### src/rtl/ula_ctrl.sv
// ula_ctrl: sequencer for an external 8-bit ALU; ULA_CTRL_MUL_EN enables shift-add MUL for op 111.
module ula_ctrl (
  input  logic       clk,
  input  logic       rst_n,
  input  logic       req_valid,
  output logic       req_ready,
  input  logic [2:0] op,
  input  logic [7:0] opa,
  input  logic [7:0] opb,
  output logic       rsp_valid,
  input  logic       rsp_ready,
  output logic [7:0] result,
  output logic       carry,
  output logic       zero,
  output logic       err,
  output logic       F0,
  output logic       F1,
  output logic       ENA,
  output logic       ENB,
  output logic       INVA,
  output logic       INC,
  output logic [7:0] A,
  output logic [7:0] B,
  input  logic [7:0] alu_out,
  input  logic       alu_cout
);
  typedef enum logic [2:0] {
    IDLE,
    EXEC,
`ifdef ULA_CTRL_MUL_EN
    MUL_DBL,
    MUL_ADD,
`endif
    DONE
  } state_t;
  state_t state, state_nx;
  logic [2:0] op_r;
  logic [7:0] a_r, b_r;
  logic [5:0] cw;
`ifdef ULA_CTRL_MUL_EN
  logic [7:0] acc;
  logic [2:0] idx;
`endif
  assign req_ready = state == IDLE;
  assign rsp_valid = state == DONE;
  assign {F0, F1, ENA, ENB, INVA, INC} = cw;
  // state register
  always_ff @(posedge clk or negedge rst_n)
    if (!rst_n) state <= IDLE;
    else state <= state_nx;
  // next-state logic; op 111 without MUL takes the EXEC slot with the ALU idle and reports err
  always_comb begin
    state_nx = state;
    case (state)
      IDLE: begin
        if (req_valid) state_nx = EXEC;
`ifdef ULA_CTRL_MUL_EN
        if (req_valid && (&op)) state_nx = MUL_DBL;
`endif
      end
      EXEC: state_nx = DONE;
`ifdef ULA_CTRL_MUL_EN
      MUL_DBL: state_nx = MUL_ADD;
      MUL_ADD: state_nx = (idx == 3'd0) ? DONE : MUL_DBL;
`endif
      DONE: state_nx = rsp_ready ? IDLE : DONE;
      default: state_nx = IDLE;
    endcase
  end
  // ALU control word and operand buses; everything idles at zero outside ALU cycles
  always_comb begin
    cw = '0;
    A = '0;
    B = '0;
    case (state)
      EXEC: begin
        case (op_r)
          3'd0: cw = 6'b001100;
          3'd1: cw = 6'b011100;
          3'd2: cw = 6'b101100;
          3'd3: cw = 6'b111100;
          3'd4: cw = 6'b111101;
          3'd5: cw = 6'b111111;
          3'd6: cw = 6'b110110;
          default: cw = '0;
        endcase
        A = (&op_r) ? 8'h00 : a_r;
        B = (&op_r) ? 8'h00 : b_r;
      end
`ifdef ULA_CTRL_MUL_EN
      MUL_DBL: begin
        cw = 6'b111100;
        A = acc;
        B = acc;
      end
      MUL_ADD: begin
        cw = {2'b11, b_r[idx], 3'b100};
        A = a_r;
        B = acc;
      end
`endif
      default: cw = '0;
    endcase
  end
  // operand capture, accumulator and response registers
  always_ff @(posedge clk or negedge rst_n)
    if (!rst_n) begin
      op_r <= '0;
      a_r <= '0;
      b_r <= '0;
      result <= '0;
      carry <= 1'b0;
      zero <= 1'b0;
      err <= 1'b0;
`ifdef ULA_CTRL_MUL_EN
      acc <= '0;
      idx <= '0;
`endif
    end else begin
      case (state)
        IDLE: if (req_valid) begin
          op_r <= op;
          a_r <= opa;
          b_r <= opb;
`ifdef ULA_CTRL_MUL_EN
          acc <= '0;
          idx <= 3'd7;
          carry <= 1'b0;
`endif
        end
        EXEC: begin
          result <= (&op_r) ? 8'h00 : alu_out;
          carry <= !(&op_r) && alu_cout;
          zero <= (&op_r) || (alu_out == 8'h00);
          err <= &op_r;
        end
`ifdef ULA_CTRL_MUL_EN
        MUL_DBL: begin
          acc <= alu_out;
          carry <= carry | alu_cout;
        end
        MUL_ADD: begin
          acc <= alu_out;
          carry <= carry | alu_cout;
          idx <= idx - 3'd1;
          if (idx == 3'd0) begin
            result <= alu_out;
            zero <= alu_out == 8'h00;
            err <= 1'b0;
          end
        end
`endif
        default: ;
      endcase
    end
endmodule

### config.mk
export PLATFORM = sky130hd
export DESIGN_NAME = ula_ctrl
export DESIGN_NICKNAME = d
export VERILOG_FILES = /design/src/rtl/ula_ctrl.sv
export SDC_FILE = /design/constraint.sdc
export NUM_CORES = 1
export LEC_CHECK = 0
export CORE_ASPECT_RATIO = 2
export CORE_MARGIN = 2
export CORE_UTILIZATION = 38
export CTS_BUF_LIST = sky130_fd_sc_hd__clkbuf_2 sky130_fd_sc_hd__clkbuf_4 sky130_fd_sc_hd__clkbuf_8
export CTS_CLUSTER_DIAMETER = 200
export CTS_CLUSTER_SIZE = 20
export DETAILED_ROUTE_END_ITERATION = 6
export PLACE_DENSITY_LB_ADDON = 0.1
export SLEW_MARGIN = 30
export SYNTH_ARGS = -nofsm -noshare
export SYNTH_HDL_FRONTEND = slang
export SYNTH_SLANG_ARGS = --single-unit
### constraint.sdc
create_clock -name clk -period 1.25 [get_ports clk]
set_input_delay 0.25 -clock clk [delete_from_list [all_inputs] [get_ports clk]]
set_output_delay 0.25 -clock clk [all_outputs]
set_load 0.02 [all_outputs]
==> results list <==
* Run status: finished with violations
- The checks that failed: negative setup slack.
- Hold WS: 0.340 ns
* Final number of max-transition violations: 0
- Data arrival time of the critical path: 1.49 ns
* Number of warnings reported in the yosys synthesis log: 0
* Pin count of the biggest net entering global routing: 33
* CTS Root Cell: sky130_fd_sc_hd__clkbuf_8
* Starting Density: 39.7%
- Most area-hungry cell type in the Yosys netlist: sky130_fd_sc_hd__dfrtp_1
- Cell Int Power: 4.42 mW
* Cell seen most often among critical-path stages: sky130_fd_sc_hd__buf_6
- Cell leakage power: 1.25 nW
- Clock transition at path regs: 0.06 ns
* Logic pwr share: 60.1%
- Area growth, synth to finish: 87.0%
* DRC marker count from the first detailed-route iteration: 13
* Summed instance area of the synthesized netlist: 0.00143 mm^2
* Delay of the slowest critical-path stage: 0.39 ns
- #FFs+latches synth: 32
- The clock passes through at most 2 buffers.
* Reg-to-reg setup timing slack: -0.37 ns
- Worst supply voltage drop on vdd: 0.00159 V
* Gr usage total: 20.5%
* Required time of the critical path: 1.00 ns
- Num CTS Buffers: 5
- Fraction of the cycle the final worst path needs: 140%
* Worst setup path start: state[1]
- Filler instances: 239
- The total overflow left after global routing is 0.
* Half-perimeter wire length after detailed placement: 2.53 mm
* Combined area of the multi-input logic cells: 693 um^2
- The number of antenna violations at the first check in global routing was 0.
- The clock network is responsible for 11.9% of the overall power.
* Final setup violation count: 49
- The smallest clock period supported by the final layout is computed as 1.74 ns.
- Count of distinct cell types in the synthesized netlist: 19
* Sequential fraction of the synthesis area: 55.9%
- Number of nets in the finished design: 232
* Max-capacitance violation count: 0
- Die Ht: 90.8 um
- Cell breakdown of the critical path: nand2b_4 -> a31oi_4 -> buf_6 -> buf_12 -> and2_4 -> buf_6
- The worst setup path is captured at a primary output.
- Number of core rows: 31
- Average wire per cell in the routed design: 15.5 um
- In this run the tightest slew margin relative to its limit is 78.2%.
* Count of input and output buffers: 66
- STA classifies the critical path startpoint as a register.
* Total number of vias: 1166
- TritonCTS built the clock tree.
- Routability-driven placement finished with a final weighted congestion of 0.727.
* Slack of the critical path: -0.494 ns
- Nets in the synthesized netlist: 136
- The worst register-to-register path begins at state[0].
- Synthesized area per cell: 13.8 um^2
* Critical setup path kind: reg -> out
* Setup repair after global routing missed its margin: yes
- After detailed routing, the number of vias per cell comes to 4.66.
* Leading post-synthesis cells by cell area: sky130_fd_sc_hd__dfrtp_1, sky130_fd_sc_hd__mux2_4, sky130_fd_sc_hd__and2_1
- Timing analysis after detailed placement gives a worst setup slack of -0.618 ns.
- For this run, design rule violations remaining after detail routing come to 0.
- Summing all flip-flop and latch instances after layout gives 801 um^2.
* Routed WL: 3.87 mm
- CTS Sinks: 32
* Die width: 47.4 um
* Worst clock skew: 0.00219 ns
- Timing would allow up to 573 MHz.
- Tightest Pin Transition: 0.324 ns
- The number of global-route vias before repair is 1276.
- Overall die area: 0.00431 mm^2
- In this run the worst path has a maximum fanout of 11.
- Net switching is 34.7% of the power.
- Clk_lat worst skew: 0.27 ns
- Fraction of final layout cells with drive strength greater than 1: 53.2%
- The share of synthesized area in the top cell type comes to 55.9%.
- Hold Path Class: in -> async
* Floorplan core area: 0.00361 mm^2
* Final-report hold violation count: 0
* Residual antenna-violating net count after detailed routing: 0
- Per report_power, the sequential group accounts for 28.0% of the total.
- Counting every instance in the synthesized netlist gives 104.
* Total power density per cell area: 2530 mW/mm^2
- Pin placement for this block handled 67 I/O pins.
- The slowest stage of the critical path is the sky130_fd_sc_hd__dfrtp_1 cell.
- The number of antenna diodes in the final layout is 0.
- CTS built an H-tree with a depth of 2.
- Post-layout power: 6.77 mW
* Detailed-router iteration count before antenna repair: 2
* Net load switching power: 2.35 mW
- The first global-routing pass estimated 6.24 mm of wire.
## timing repair
item / CTS / global route
pin swaps: 3 / 6
cloned: 2 / 0
hold buffers: 0 / 0
endpoints found under the setup margin: 54 / 63
buffers inserted: 9 / 5
gates resized for setup: 172 / 15
## metrics by stage
stage | instances | util [%] | setup TNS [ns] | instance area, um^2
finish | 250 | 74.3 | -17.02 | 2680
global route | 250 | 74.3 | -19.63 | 2680
CTS | 248 | 73.6 | -16.30 | 2660
detailed placement | 229 | 65.5 | -18.54 | 2360
global placement | 229 | 65.5 | -18.19 | 2360
floorplan | 104 | - | -3.45 | 1540
## kinds of logic (layout without fill, tap and decap cells)
logic type | after synthesis | in the layout | synth area share, %
multiplexers | 19 | 19 | 19.9
AO/OA/AOI/OAI | 15 | 15 | 8.47
flip-flops | 32 | 32 | 55.9
buffers and inverters | 7 | 104 | 3.23
AND/OR/NAND/NOR | 30 | 30 | 11.9
XOR/XNOR | 1 | 1 | 0.611
## worst max-delay path, delay by kind of cell (launching register included)
kind | cells | cell delay [ns]
buffers and inverters | 3 | 0.37
AOI/OAI and AO/OA | 1 | 0.17
DFF | 1 | 0.39
and+or+nand+nor | 2 | 0.30
## layout make-up
cell class              count  share of cell area (%)
well taps                  49                    2.29
inverters                   1                   0.140
repair buffers             95                    38.3
multi-input cells          65                    25.9
clock inverters             2                   0.374
flip-flops and latches     32                    29.9
clock buffers               6                    3.08
## state kept, by name, indices dropped and copies added, names as in the netlist
signal and cells:
carry 1, result 8, b_r 8, op_r 3, err 1, a_r 8, zero 1, state 2
## layout by cell type (no fill, tap or decap), drive strengths merged
cell | netlist | layout
a21oi | 2 | 2
a22o | 9 | 9
a31oi | 1 | 1
and2 | 17 | 17
buf | 5 | 53
clkbuf | 1 | 7
clkdlybuf4s15 | 0 | 10
clkdlybuf4s50 | 0 | 31
clkinv | 0 | 2
dfrtp | 32 | 32
inv | 1 | 1
mux2 | 19 | 19
nand2 | 2 | 2
nand2b | 2 | 2
nor2 | 6 | 6
nor2b | 1 | 1
nor4 | 2 | 2
o21a | 2 | 2
o21ai | 1 | 1
xnor2 | 1 | 1
## routing by layer
layer  wire length, um  global-route usage, %  up-vias
met5                 0                      0        -
met4                78                   9.03        0
met3               244                   4.40        6
met2              2160                   35.2       47
met1              1390                   22.1      565
li1                  -                      -      548
## cell usage after synthesis
| cell | n |
|---|---|
| sky130_fd_sc_hd__clkbuf_2 | 1 |
| sky130_fd_sc_hd__a21oi_1 | 2 |
| sky130_fd_sc_hd__o21ai_0 | 1 |
| sky130_fd_sc_hd__nand2_1 | 2 |
| sky130_fd_sc_hd__mux2_4 | 19 |
| sky130_fd_sc_hd__and2_1 | 16 |
| sky130_fd_sc_hd__xnor2_1 | 1 |
| sky130_fd_sc_hd__inv_1 | 1 |
| sky130_fd_sc_hd__o21a_1 | 2 |
| sky130_fd_sc_hd__and2_4 | 1 |
| sky130_fd_sc_hd__dfrtp_1 | 32 |
| sky130_fd_sc_hd__nor2b_1 | 1 |
| sky130_fd_sc_hd__nor2_1 | 6 |
| sky130_fd_sc_hd__nand2b_1 | 2 |
| sky130_fd_sc_hd__a31oi_2 | 1 |
| sky130_fd_sc_hd__nor4_1 | 2 |
| sky130_fd_sc_hd__buf_2 | 3 |
| sky130_fd_sc_hd__buf_6 | 2 |
| sky130_fd_sc_hd__a22o_1 | 9 |
## worst paths after layout
check                          to  depth (start not counted)
max                          B[2]                          6
max in group asynchronous  b_r[7]                          2
min                        b_r[1]                          2
min reg2reg                b_r[5]                          1
max reg2reg                a_r[0]                          7
min in group clk           b_r[5]                          1
## power by group through the flow
stage / combinational [mW] / sequential, mW / clock (mW)
2_1_floorplan: 1.85 / 2.09 / 0
3_3_place_gp: 3.46 / 1.86 / 0
3_5_place_dp: 3.51 / 1.88 / 0
4_1_cts: 4.04 / 1.87 / 0.829
5_1_grt: 4.29 / 1.95 / 0.862
6_report: 4.07 / 1.89 / 0.804
Note: power is estimated with default switching activity, not from simulation.
